===== config.mk =====
export PLATFORM = sky130hd
export DESIGN_NAME = tt_um_bsd_seq
export DESIGN_NICKNAME = d
export VERILOG_FILES = /design/src/rtl/bsd_pkg.sv /design/src/rtl/bsd_sync_edge.sv /design/src/rtl/tt_um_bsd_seq.sv
export SDC_FILE = /design/constraint.sdc
export NUM_CORES = 1
export LEC_CHECK = 0
export CORE_ASPECT_RATIO = 1.2
export CORE_MARGIN = 2
export CORE_UTILIZATION = 42
export DETAILED_ROUTE_END_ITERATION = 10
export GPL_ROUTABILITY_DRIVEN = 0
export GPL_TIMING_DRIVEN = 0
export PLACE_DENSITY = 0.73
export SYNTH_ARGS = -nofsm -noshare
export SYNTH_HDL_FRONTEND = slang
export SYNTH_SLANG_ARGS = --single-unit

===== constraint.sdc =====
create_clock -name clk -period 3.5 [get_ports clk]
set_input_delay 0.875 -clock clk [delete_from_list [all_inputs] [get_ports clk]]
set_output_delay 0.875 -clock clk [all_outputs]
set_load 0.05 [all_outputs]

===== src/rtl/bsd_pkg.sv =====
// Shared types and constants for the binary-sequence symmetry tile.
package bsd_pkg;

  localparam int DEPTH_MAX = 31;
  localparam int CNT_W     = 5;

  // ui_in pin positions
  localparam int BIT_IN    = 0;
  localparam int BIT_VALID = 1;
  localparam int START     = 2;
  localparam int CHECK     = 3;

  // uo_out pin positions
  localparam int SYM       = 0;
  localparam int DONE      = 1;
  localparam int BUSY      = 2;
  localparam int OVF       = 3;

  // Controller states; prefixed so they do not collide with the pin indices above
  typedef enum logic [1:0] {
    ST_IDLE,
    ST_LOAD,
    ST_CHECK,
    ST_DONE
  } state_t;

endpackage


===== src/rtl/bsd_sync_edge.sv =====
// Two-flop synchroniser for an asynchronous pin, plus a third flop that turns
// each synchronised rising edge into a single-cycle pulse.
module bsd_sync_edge (
  input  logic clk,
  input  logic rst_n,
  input  logic din,
  output logic level,
  output logic pulse
);

  logic sync_1;
  logic sync_2;
  logic sync_3;

  // Shift the pin through the synchroniser and the edge-history flop
  always_ff @(posedge clk or negedge rst_n) begin
    if (!rst_n) begin
      sync_1 <= 1'b0;
      sync_2 <= 1'b0;
      sync_3 <= 1'b0;
    end else begin
      sync_1 <= din;
      sync_2 <= sync_1;
      sync_3 <= sync_2;
    end
  end

  assign level = sync_2;
  assign pulse = sync_2 & ~sync_3;

endmodule


===== src/rtl/tt_um_bsd_seq.sv =====
// Serial-frame symmetry controller: captures up to DEPTH bits, then compares
// mirror pairs one per cycle and reports a symmetric / not-symmetric verdict.
module tt_um_bsd_seq #(
  parameter int DEPTH = 16
) (
  input  logic       clk,
  input  logic       rst_n,
  input  logic       ena,
  input  logic [7:0] ui_in,
  output logic [7:0] uo_out,
  input  logic [7:0] uio_in,
  output logic [7:0] uio_out,
  output logic [7:0] uio_oe
);

  import bsd_pkg::*;

  logic bit_lvl;
  logic bit_pulse_unused;
  logic bv_lvl;
  logic bv_pulse;
  logic start_lvl;
  logic start_pulse;
  logic check_lvl;
  logic check_pulse;

  bsd_sync_edge u_sync_bit (
    .clk   (clk),
    .rst_n (rst_n),
    .din   (ui_in[BIT_IN]),
    .level (bit_lvl),
    .pulse (bit_pulse_unused)
  );

  bsd_sync_edge u_sync_valid (
    .clk   (clk),
    .rst_n (rst_n),
    .din   (ui_in[BIT_VALID]),
    .level (bv_lvl),
    .pulse (bv_pulse)
  );

  bsd_sync_edge u_sync_start (
    .clk   (clk),
    .rst_n (rst_n),
    .din   (ui_in[START]),
    .level (start_lvl),
    .pulse (start_pulse)
  );

  bsd_sync_edge u_sync_check (
    .clk   (clk),
    .rst_n (rst_n),
    .din   (ui_in[CHECK]),
    .level (check_lvl),
    .pulse (check_pulse)
  );

  state_t           state, state_nx;
  logic [CNT_W-1:0] count, count_nx;
  logic [CNT_W-1:0] cap_count;
  logic [CNT_W-1:0] ptr_i, ptr_i_nx;
  logic [CNT_W-1:0] ptr_j, ptr_j_nx;
  logic [DEPTH-1:0] frame, frame_nx;
  logic [31:0]      frame_ext;
  logic             sym, sym_nx;
  logic             done, done_nx;
  logic             ovf, ovf_nx;
  logic             busy;

  // Widened copy so the 5-bit compare pointers index it without a range issue
  assign frame_ext = 32'(frame);
  assign busy      = (state == ST_CHECK);

  // Next-state logic: start wins everywhere, then check, then bit capture
  always_comb begin
    state_nx  = state;
    count_nx  = count;
    cap_count = count;
    ptr_i_nx  = ptr_i;
    ptr_j_nx  = ptr_j;
    frame_nx  = frame;
    sym_nx    = sym;
    done_nx   = done;
    ovf_nx    = ovf;

    if (start_pulse) begin
      state_nx = ST_LOAD;
      count_nx = '0;
      ovf_nx   = 1'b0;
      sym_nx   = 1'b0;
      done_nx  = 1'b0;
    end else begin
      case (state)
        ST_LOAD: begin
          if (bv_pulse) begin
            if (count < CNT_W'(DEPTH)) begin
              for (int k = 0; k < DEPTH; k++) begin
                if (count == CNT_W'(k)) frame_nx[k] = bit_lvl;
              end
              cap_count = count + CNT_W'(1);
            end else begin
              ovf_nx = 1'b1;
            end
          end
          count_nx = cap_count;
          if (check_pulse) begin
            if (cap_count <= CNT_W'(1)) begin
              state_nx = ST_DONE;
              sym_nx   = 1'b1;
              done_nx  = 1'b1;
            end else begin
              state_nx = ST_CHECK;
              ptr_i_nx = '0;
              ptr_j_nx = cap_count - CNT_W'(1);
            end
          end
        end
        ST_CHECK: begin
          if (frame_ext[ptr_i] != frame_ext[ptr_j]) begin
            state_nx = ST_DONE;
            sym_nx   = 1'b0;
            done_nx  = 1'b1;
          end else begin
            ptr_i_nx = ptr_i + CNT_W'(1);
            ptr_j_nx = ptr_j - CNT_W'(1);
            if (ptr_i_nx >= ptr_j_nx) begin
              state_nx = ST_DONE;
              sym_nx   = 1'b1;
              done_nx  = 1'b1;
            end
          end
        end
        ST_IDLE, ST_DONE: ;
        default: state_nx = ST_IDLE;
      endcase
    end
  end

  // State, frame buffer, pointers and flags; reset clears everything at once
  always_ff @(posedge clk or negedge rst_n) begin
    if (!rst_n) begin
      state <= ST_IDLE;
      count <= '0;
      ptr_i <= '0;
      ptr_j <= '0;
      frame <= '0;
      sym   <= 1'b0;
      done  <= 1'b0;
      ovf   <= 1'b0;
    end else begin
      state <= state_nx;
      count <= count_nx;
      ptr_i <= ptr_i_nx;
      ptr_j <= ptr_j_nx;
      frame <= frame_nx;
      sym   <= sym_nx;
      done  <= done_nx;
      ovf   <= ovf_nx;
    end
  end

  // Pack the status flags onto the output pins
  always_comb begin
    uo_out       = 8'h00;
    uo_out[SYM]  = sym;
    uo_out[DONE] = done;
    uo_out[BUSY] = busy;
    uo_out[OVF]  = ovf;
  end

  assign uio_out = {3'b000, count};
  assign uio_oe  = 8'b0001_1111;

  logic unused_ok;
  assign unused_ok = &{1'b0, ena, ui_in[7:4], uio_in, bit_pulse_unused,
                       bv_lvl, start_lvl, check_lvl};

endmodule


==> results_tabular.tex <==
\begin{tabular}{lr}
\hline
Metric & Value \\
\hline
\multicolumn{2}{l}{\textbf{Routing}} \\
\quad Detailed-router iteration count before antenna repair & 4 \\
\quad Overall via count from detail\_route & 2,135 \\
\quad Via count normalized by instance count & 5.22 \\
\quad Total detailed-routing wirelength & 5870 microns \\
\quad Antenna Violating Nets Remaining & 0 \\
\quad Average wire per standard cell & 14.3 microns \\
\quad Violation count after the first detailed-routing iteration & 71 \\
\quad Post-route DRC violation count & 0 \\
\multicolumn{2}{l}{\textbf{Layout}} \\
\quad Proportion of layout cells with a drive suffix above 1 & 19.6\% \\
\quad Inserted Diodes & 0 \\
\quad Non-filler cells, final & 409 \\
\quad Final net count & 354 \\
\quad Area growth syn-to-layout & 14.1\% \\
\quad Share of the core filled with cells in the final layout & 49.4\% \\
\multicolumn{2}{l}{\textbf{Worst setup path}} \\
\quad Worst endpoint required time & 2.62 ns \\
\quad Type of the setup path with the least slack & flip-flop to output port \\
\quad CP Max Fanout & 10 \\
\quad Sequence of cells on the critical path & nand2b\_1 > buf\_6 > clkinv\_1 > buf\_4 > clkdlybuf4s50\_1 \\
\quad Kind of start point of the critical path & flip-flop \\
\quad Slowest cell on crit path & sky130\_fd\_sc\_hd\_\_clkdlybuf4s50\_1 \\
\quad Worst Path Arrival & 2.22 ns \\
\quad Endpoint kind of the worst setup timing path & output port \\
\quad Worst path max stage delay & 0.68 ns \\
\multicolumn{2}{l}{\textbf{Power}} \\
\quad Total leakage power & 1.56 nW \\
\quad Worst supply voltage drop on vdd & 0.445 mV \\
\quad Power per unit of standard cell area & 689 nW/um\^{}2 \\
\quad Total power consumption of the routed design & 2.32 mW \\
\multicolumn{2}{l}{\textbf{STA}} \\
\quad Fin crit share & 88.4\% \\
\quad Finish-stage setup viols & 0 \\
\quad Max-slew violation count & 0 \\
\quad Unrepaired setup endpoints after global routing & false \\
\quad Tightest Pin Transition & 0.568 ns \\
\quad Shortest clock period the worst path allows after layout & 3.09 ns \\
\quad Endpoints failing hold & 0 \\
\quad Max Clk Rate & 323 MHz \\
\quad Max-Slew Margin vs Limit & 62.1\% \\
\quad Summed negative setup slack over all endpoints & 0 ns \\
\quad Largest clock skew in the final design & 0.00829 ns \\
\multicolumn{2}{l}{\textbf{Synth}} \\
\quad Sequential share of the synthesized area & 39.8\% \\
\quad Avg Cell Area, Syn & 10.3 sq um \\
\quad Area fraction in and, or, nand and nor cells after synthesis & 17.7\% \\
\quad Main combinational cell family by area after synthesis & simple AND/OR/NAND/NOR gates \\
\quad Top cells by area in the synthesized netlist & sky130\_fd\_sc\_hd\_\_dfrtp\_1 (40\%), sky130\_fd\_sc\_hd\_\_mux2\_2 (6.5\%), sky130\_fd\_sc\_hd\_\_ha\_1 (5.5\%) \\
\quad Multiplexer area fraction after synthesis & 12.9\% \\
\quad Most area-hungry cell type in the Yosys netlist & sky130\_fd\_sc\_hd\_\_dfrtp\_1 \\
\quad Total number of yosys warnings & 0 \\
\quad Async set-reset flop share out of synthesis & 100\% \\
\quad Flip-flop and latch count after synthesis & 47 \\
\quad Post-synth EDFFs & 0 \\
\quad XOR/XNOR Fraction of Synth Area & 4.70\% \\
\quad Top cell type's share of synthesized area & 39.8\% \\
\quad Post-Synthesis Cell Area & 2950 sq um \\
\quad Synthesized-area fraction occupied by ao, oa, aoi and oai cells & 10.1\% \\
\quad Adder and majority gate portion of the synthesized area & 5.51\% \\
\quad Post-synthesis cell count & 287 \\
\quad Prevailing post-synth register cell & sky130\_fd\_sc\_hd\_\_dfrtp\_1 \\
\quad Distinct cell type count of the synthesized netlist & 54 \\
\multicolumn{2}{l}{\textbf{Placement}} \\
\quad Placed wire-length estimate after detailed placement & 4530 microns \\
\quad Number of cells after detailed placement & 402 \\
\quad Port bufs & 14 \\
\multicolumn{2}{l}{\textbf{Global routing}} \\
\quad Total global-route track usage & 16.5\% \\
\quad Vias in the first global route & 2,138 \\
\quad Number of antenna violations at the first check in global routing & 0 \\
\quad Total global routing overflow & 0 \\
\quad Global-route wire length before repair & 9950 microns \\
\quad Pin count of the biggest net entering global routing & 28 \\
\multicolumn{2}{l}{\textbf{Clock tree}} \\
\quad Clock buffers created by TritonCTS & 5 \\
\quad Worst-skew pair later-pin latency & 0.30 ns \\
\quad Number of gates resized after CTS & 0 \\
\quad Count of clock tree sinks & 47 \\
\quad CTS root buf & sky130\_fd\_sc\_hd\_\_clkbuf\_8 \\
\quad Clock slew seen by the registers of the worst setup and hold paths & 0.09 ns \\
\quad CTS Buffer Depth & 2 \\
\quad Clock tree from TritonCTS & built \\
\quad Postcts setup bufs & 0 \\
\quad Deepest level of the CTS H-tree & 2 \\
\quad Hold buffer count at CTS & 0 \\
\multicolumn{2}{l}{\textbf{Status}} \\
\quad Outcome & complete, no violations \\
\multicolumn{2}{l}{\textbf{Run}} \\
\quad Number of max-cap violations & 0 \\
\multicolumn{2}{l}{\textbf{Floorplan}} \\
\quad Placeable Area & 6810 sq um \\
\quad Number of placement rows & 33 \\
\quad Horizontal die dimension & 80.5 microns \\
\quad Effective utilization at floorplan & 43.3\% \\
\quad I/O Pins & 43 \\
\quad Vertical die dimension & 95.9 microns \\
\quad Die footprint & 7720 sq um \\
\multicolumn{2}{l}{\textbf{Worst hold path}} \\
\quad Worst hold path type & flip-flop to flip-flop \\
\hline
\end{tabular}
==> per-layer routing <==
layer	track usage, %	vias up	routed length (microns)
met5	0	-	0
met4	7.49	0	148
met3	1.97	11	192
met2	29.4	45	3030
met1	19.9	1029	2500
li1	-	1050	-
==> metrics by stage <==
step,hold WS [ns],area [sq um],worst slack [ns]
finish,0.352,3370,0.408
global route,0.365,3370,0.278
CTS,0.356,3370,0.426
detailed placement,0.336,3270,0.765
global placement,0.333,3250,0.222
floorplan,0.331,3000,0.803
==> worst max-delay path: cells and delay by family (launching register included) <==
family,cells,cell delay (ns)
buffers and inverters,4,1.27
AND/OR/NAND/NOR,1,0.18
flip-flops,1,0.46
==> cells in the final DEF (no fill, tap or decap), types with 6 or more instances in the layout <==
cell type	netlist	final
sky130_fd_sc_hd__dfrtp_1	47	47
sky130_fd_sc_hd__nand3_1	23	23
sky130_fd_sc_hd__buf_4	21	21
sky130_fd_sc_hd__nor2_1	20	20
sky130_fd_sc_hd__mux2_2	17	17
sky130_fd_sc_hd__nand2_1	16	16
sky130_fd_sc_hd__conb_1	2	15
sky130_fd_sc_hd__ha_1	13	13
sky130_fd_sc_hd__clkdlybuf4s50_1	0	13
sky130_fd_sc_hd__mux2i_1	10	10
sky130_fd_sc_hd__xnor2_1	9	9
sky130_fd_sc_hd__clkbuf_1	7	8
sky130_fd_sc_hd__nor2b_1	8	8
sky130_fd_sc_hd__inv_1	7	7
sky130_fd_sc_hd__a21oi_1	7	7
sky130_fd_sc_hd__nand2b_1	6	6
==> worst paths after layout <==
check | slack [ns] | endpoint | start | cells past startpoint
setup / recovery | 0.41 | uo_out[2] | state[0] | 5
hold / removal | 0.35 | u_sync_start.level | u_sync_start.sync_1 | 0
setup reg to reg | 0.78 | ptr_j[4] | count[4] | 11
hold reg to reg | 0.35 | u_sync_start.level | u_sync_start.sync_1 | 0
max in group asynchronous | 2.45 | count[0] | rst_n | 2
min in group asynchronous | 0.53 | ptr_i[4] | rst_n | 1
==> synth_stat cells, types with 7 or more instances <==
master	count
sky130_fd_sc_hd__mux2_2	17
sky130_fd_sc_hd__buf_4	21
sky130_fd_sc_hd__dfrtp_1	47
sky130_fd_sc_hd__mux2i_1	10
sky130_fd_sc_hd__a21oi_1	7
sky130_fd_sc_hd__ha_1	13
sky130_fd_sc_hd__xnor2_1	9
sky130_fd_sc_hd__nand2_1	16
sky130_fd_sc_hd__nor2b_1	8
sky130_fd_sc_hd__nand3_1	23
sky130_fd_sc_hd__nor2_1	20
sky130_fd_sc_hd__clkbuf_1	7
sky130_fd_sc_hd__inv_1	7
==> state kept, by name (all words and copies together), names as in the netlist <==
name	flops
ptr_i	5
u_sync_check.sync_1	1
u_sync_start.sync_1	1
frame	16
count	5
u_sync_bit.sync_1	1
u_sync_start.sync_3	1
u_sync_valid.sync_1	1
u_sync_check.sync_3	1
u_sync_valid.sync_3	1
ptr_j	5
ovf	1
done	1
state	2
u_sync_start.level	1
u_sync_valid.level	1
u_sync_bit.level	1
sym	1
u_sync_check.level	1
==> power by group <==
group | switching (mW) | internal, mW | total (mW)
combinational | 0.672 | 0.521 | 1.19
clock | 0.182 | 0.210 | 0.391
sequential | 0.103 | 0.634 | 0.737
==> final cells by class <==
type,instances,area (sq um)
Fill cell,636,3440
Sequential cell,47,1180
Multi-Input combinational cell,212,1560
Buffer,33,234
Timing Repair Buffer,15,155
Clock buffer,6,72.6
Clock inverter,1,30.0
Tap cell,87,109
Inverter,8,30.0
==> cell families (layout without fill, tap and decap cells) <==
kind of cell    after synthesis  after routing
flops                        47             47
fa+ha+maj                    13             13
other cells                   2             15
xor+xnor                     15             15
simple gates                 98             98
mux                          31             31
compound gates               40             40
buf+inv                      41             63
Power figures use the tool's default switching activity.
